$ cat config.mk
export PLATFORM = sky130hd
export DESIGN_NAME = ib_param
export DESIGN_NICKNAME = d
export VERILOG_FILES = /design/src/rtl/ib_param.sv
export SDC_FILE = /design/constraint.sdc
export NUM_CORES = 1
export LEC_CHECK = 0
export ABC_AREA = 1
export CORE_ASPECT_RATIO = 1.2
export CORE_UTILIZATION = 45
export DETAILED_ROUTE_END_ITERATION = 10
export PLACE_DENSITY = 0.77
export SLEW_MARGIN = 30
export SYNTH_ARGS = -nofsm -noshare
export SYNTH_HDL_FRONTEND = slang
export SYNTH_SLANG_ARGS = --single-unit
$ cat constraint.sdc
create_clock -name clk -period 1.7 [get_ports clk]
set_input_delay 0.17 -clock clk [delete_from_list [all_inputs] [get_ports clk]]
set_output_delay 0.17 -clock clk [all_outputs]
set_load 0.05 [all_outputs]
$ cat src/rtl/ib_param.sv
// ib_param: switch input buffer holding packets in a circular FIFO and requesting the
// head packet's destination port, with overflow/bad-destination drop counting.
module ib_param #(
  parameter int PKTW     = 16,
  parameter int DEPTH    = 4,
  parameter int NPORT    = 4,
  parameter int AW       = 2,
  parameter int ADDR_LSB = 0,
  parameter int AFULL_TH = 3,
  parameter int BURST    = 0
) (
  input  logic                       clk,
  input  logic                       rst,
  input  logic                       ack,
  input  logic [PKTW-1:0]            pkti,
  output logic [PKTW-1:0]            pkto,
  output logic                       full,
  output logic                       afull,
  output logic [NPORT-1:0]           req,
  output logic [$clog2(DEPTH+1)-1:0] count,
  output logic [7:0]                 drop_cnt
);
  localparam int CW = $clog2(DEPTH+1);
  localparam int PW = $clog2(DEPTH);
  typedef enum logic {IDLE, REQ} state_t;
  state_t state, state_nxt;
  logic [PKTW-1:0] mem [DEPTH];
  logic [PW-1:0] wp, rp, rp1;
  logic [AW-1:0] dest, dest1;
  logic nonempty, dvalid, rel, bad, pop, push, ovf, hold;
  logic [NPORT-1:0] req_nxt;
  logic [9:0] dsum;
  assign rp1      = rp + PW'(1);
  assign dest     = mem[rp][ADDR_LSB+AW-1:ADDR_LSB];
  assign dest1    = mem[rp1][ADDR_LSB+AW-1:ADDR_LSB];
  assign nonempty = count != '0;
  assign dvalid   = 32'(dest) < NPORT;
  assign rel      = state == REQ && ack;
  assign bad      = state == IDLE && nonempty && !dvalid;
  assign pop      = rel || bad;
  assign push     = pkti[PKTW-1] && (count < CW'(DEPTH) || pop);
  assign ovf      = pkti[PKTW-1] && !push;
  // burst keeps the grant only when the packet behind the head is already stored
  assign hold     = BURST != 0 && count > CW'(1) && dest1 == dest;
  assign full     = count == CW'(DEPTH);
  assign afull    = count >= CW'(AFULL_TH);
  assign dsum     = 10'(drop_cnt) + 10'(ovf) + 10'(bad);
  always_ff @(posedge clk or negedge rst)
    if (!rst) state <= IDLE;
    else state <= state_nxt;
  always_comb
    state_nxt = state == IDLE ? (nonempty && dvalid ? REQ : IDLE) : (ack && !hold ? IDLE : REQ);
  always_comb
    req_nxt = state_nxt == REQ ? (state == IDLE ? NPORT'(1) << dest : req) : '0;
  always_ff @(posedge clk or negedge rst)
    if (!rst) begin
      wp       <= '0;
      rp       <= '0;
      count    <= '0;
      req      <= '0;
      pkto     <= '0;
      drop_cnt <= '0;
    end else begin
      req      <= req_nxt;
      pkto     <= rel ? mem[rp] : '0;
      count    <= count + CW'(push) - CW'(pop);
      drop_cnt <= dsum > 10'd255 ? 8'hff : dsum[7:0];
      if (push) wp <= wp + PW'(1);
      if (pop) rp <= rp1;
    end
  always_ff @(posedge clk)
    if (push) mem[wp] <= pkti;
endmodule

==> reports/qor.yml <==
status:
  outcome: "complete, but fails checks"
  violations: "setup timing"
drt:
  wl_met1_um: 2970
  route.top_layer_used: "met4"
  dr_wl_met2_um: 4230
  wire_per_inst_um: 14.4
  drtIter0Drc: 154
  vias: 2576
  first_pass_iters: 4
  dr_wl_met3_um: 327
  drc_errors: 0
  avgViaCountPerCell: 4.87
  drt-total-wl_um: 7600
  ant_nets: 0
sta:
  fin_crit_sh_pct: 103
  report.final.slew_viol_count: 0
  tightestPinTransition_ns: 0.511
  hold_viol: 0
  setup_tns_ns: -0.0568
  rsz0062_at_grt: "yes"
  setup_slack_ns: -0.0568
  fmax_mhz: 569
  slew-limit-headroom_pct: 65.9
  period_minus_slack_ns: 1.76
  setup_viol: 1
  fin_worst_skew_ns: 0.00943
yosys:
  synth.top_cell.area_share_pct: 47.9
  synthXorXnorAreaFrac_pct: 1.09
  ys_seq_area_share_pct: 70.3
  synth_compound_area_share_pct: 6.51
  syn_area_mm2: 0.00401
  avgSynthCellArea_um2: 11.9
  synth_nets: 366
  synth_cell_type_count: 29
  netlist_instances: 337
  synthAdderAreaFrac_pct: 3.30
  muxShareOfSynthArea_pct: 0
  synth-main-ff-cell: "edfxtp_1"
  yosys.area_share.simple_pct: 13.7
  synth_edf_count: 64
  synth_seq_cells: 100
  ys_async_sr_fraction_pct: 36.0
  yosysMostFrequentCell: "nor2_1"
  ys_warn_count: 0
  synth_commonest_cells: "73 x nor2_1, 64 x edfxtp_1, 43 x nand2_1, 36 x dfrtp_1, 23 x inv_1"
  synth_top_area_cell: "edfxtp_1"
  synth.area.top_cells: "edfxtp_1 48%, dfrtp_1 22%, nor2_1 6.8%, nand2_1 4.0%, ha_1 2.8%"
  synth_top_family_by_area: "simple AND/OR/NAND/NOR gates"
final_layout:
  diodes: 0
  seq_area_mm2: 0.00282
  multi_input_area_mm2: 0.00107
  fillers: 703
  stdcell_count: 529
  final_layout_size_suffix_gt1_share_pct: 19.2
  fin_area_mm2: 0.00506
  syn2layout_area_growth_pct: 26.0
  final_nets: 436
floorplanning:
  die_w_um: 88.2
  die_y_um: 105
  core_mm2: 0.00861
  initial_core_util_pct: 46.6
  die-area_mm2: 0.00930
  io_pins: 52
  core.rowCount: 37
setup_path:
  crit_end: "count[1]"
  crit_slowest_cell: "fa_2"
  crit_start: "state"
  reg2reg_from: "state"
  path_max_fanout: 2
  regToRegEndpoint: "count[1]"
  crit_chain: "nand2_2 -> inv_2 -> o21ai_4 -> ha_4 -> inv_2 -> ha_4 -> inv_2 -> fa_2 -> inv_2"
  start_kind: "flip-flop"
  slowest_delay_ns: 0.52
  ff2ff_path_depth: 9
  crit_top_cell: "inv_2"
  endpoint_kind: "flip-flop"
  crit_type: "reg -> reg"
  arrival_ns: 2.01
  reg2reg_slack_ns: -0.06
  required_ns: 1.95
cts:
  cts_tree: "yes"
  cts_buffers: 9
  htree_levels: 3
  path_clk_slew_ns: 0.10
  insertion_delay_ns: 0.35
  numClockSinks: 100
  cts_buffer_depth: 2
  root_buffer: "clkbuf_8"
job:
  maxCapViolations: 0
place:
  hpwl_um: 4820
  io_buffer_count: 51
  pre_cts_slack_ns: -0.411
  gp_congestion: 0.755
  placed_area_mm2: 0.00472
  dpl.cell_count: 510
global_routing:
  grt_pass1_vias: 2541
  grt_use_total_pct: 17.4
  antenna_found_initial: 0
  grt_max_degree: 35
  grt_overflow_total: 0
  grt_pass1_wl_um: 11900
power_and_ir_drop:
  ir_drop_mv: 0.762
  p_leak_uw: 0.00217
  power_density_mw_per_mm2: 1800
worst_hold_path:
  hold_class: "in -> async"
## registers in the layout, indices dropped and copies added (netlist names)
signal and flops:
count 3, req 4, drop_cnt 8, mem 64, wp 2, state 1
rp 2, pkto 16
## worst min-delay path by stage
| stage | to | startpoint | slack, ns |
|---|---|---|---|
| detailed placement | pkto[2] | rst | 0.14 |
| global route | pkto[4] | rst | 0.30 |
| global placement | pkto[4] | rst | 0.13 |
| floorplan | count[0] | rst | -0.13 |
| CTS | pkto[2] | rst | 0.27 |
| finish | pkto[2] | rst | 0.28 |
## through the flow
step                power (uW)  util, %  hold WS [ns]
floorplan                 6200        -        -0.126
global placement          7260     54.9         0.134
detailed placement        7390     54.9         0.137
CTS                       9090     58.0         0.271
global route              9590     58.7         0.298
finish                    9090     58.7         0.279
## metal layers
metal  track usage (%)  vias up
li1                  -     1259
met1              20.1     1244
met2              30.1       69
met3              3.84        4
met4              7.95        0
met5                 0        -
## worst max-delay path: cells and delay by family (launching register included)
family                     cells  cell delay (ns)
and+or+nand+nor                1             0.08
adders and majority gates      3             0.85
DFF                            1             0.40
buffers and inverters          4             0.18
AOI/OAI and AO/OA              1             0.15
## what timing repair did
| action | in CTS | in global routing |
|---|---|---|
| hold buffers | 1 | 0 |
| endpoints found under the hold margin | 18 | 0 |
| resized for setup | 18 | 17 |
| pin swaps | 3 | 3 |
| buffers inserted | 1 | 1 |
| setup endpoints to repair | 9 | 15 |
## area by class of cell
cell class                      count  share of cell area, %
Clock buffer                        9                   2.45
Clock inverter                      7                   2.03
Inverter                           25                   2.00
Multi-Input combinational cell    200                   21.1
Sequential cell                   100                   55.8
Tap cell                          117                   2.89
Timing Repair Buffer               71                   13.7
## kinds of logic (layout without fill, tap and decap cells)
kind of cell    count (synthesis)  after routing
simple gates                  135            135
flops                         100            100
compound gates                 50             50
buf+inv                        37            112
fa+ha+maj                      10             10
xor+xnor                        5              5
## cell usage in the layout, fill, tap and decap left out, drive strengths merged
cell type      synthesis  final
nor2                  75     75
edfxtp                64     64
nand2                 45     45
dfrtp                 36     36
buf                   10     35
o21ai                 33     33
inv                   25     29
clkdlybuf4s50          0     22
a21oi                 17     17
clkbuf                 2      9
nand3                  9      9
ha                     9      9
dlygate4sd2            0      7
dlymetal6s2s           0      6
xor2                   3      3
nor3                   3      3
xnor2                  2      2
bufinv                 0      2
and3                   1      1
nand4                  1      1
nand3b                 1      1
fa                     1      1
clkinv                 0      1
dlygate4sd3            0      1
## where the power goes
part / total [uW] / switching, uW / internal [uW]
Clock: 1670 / 815 / 853
Sequential: 3520 / 330 / 3190
Combinational: 3900 / 2600 / 1300
Total: 9090 / 3750 / 5340
(Power assumes the default switching activity.)
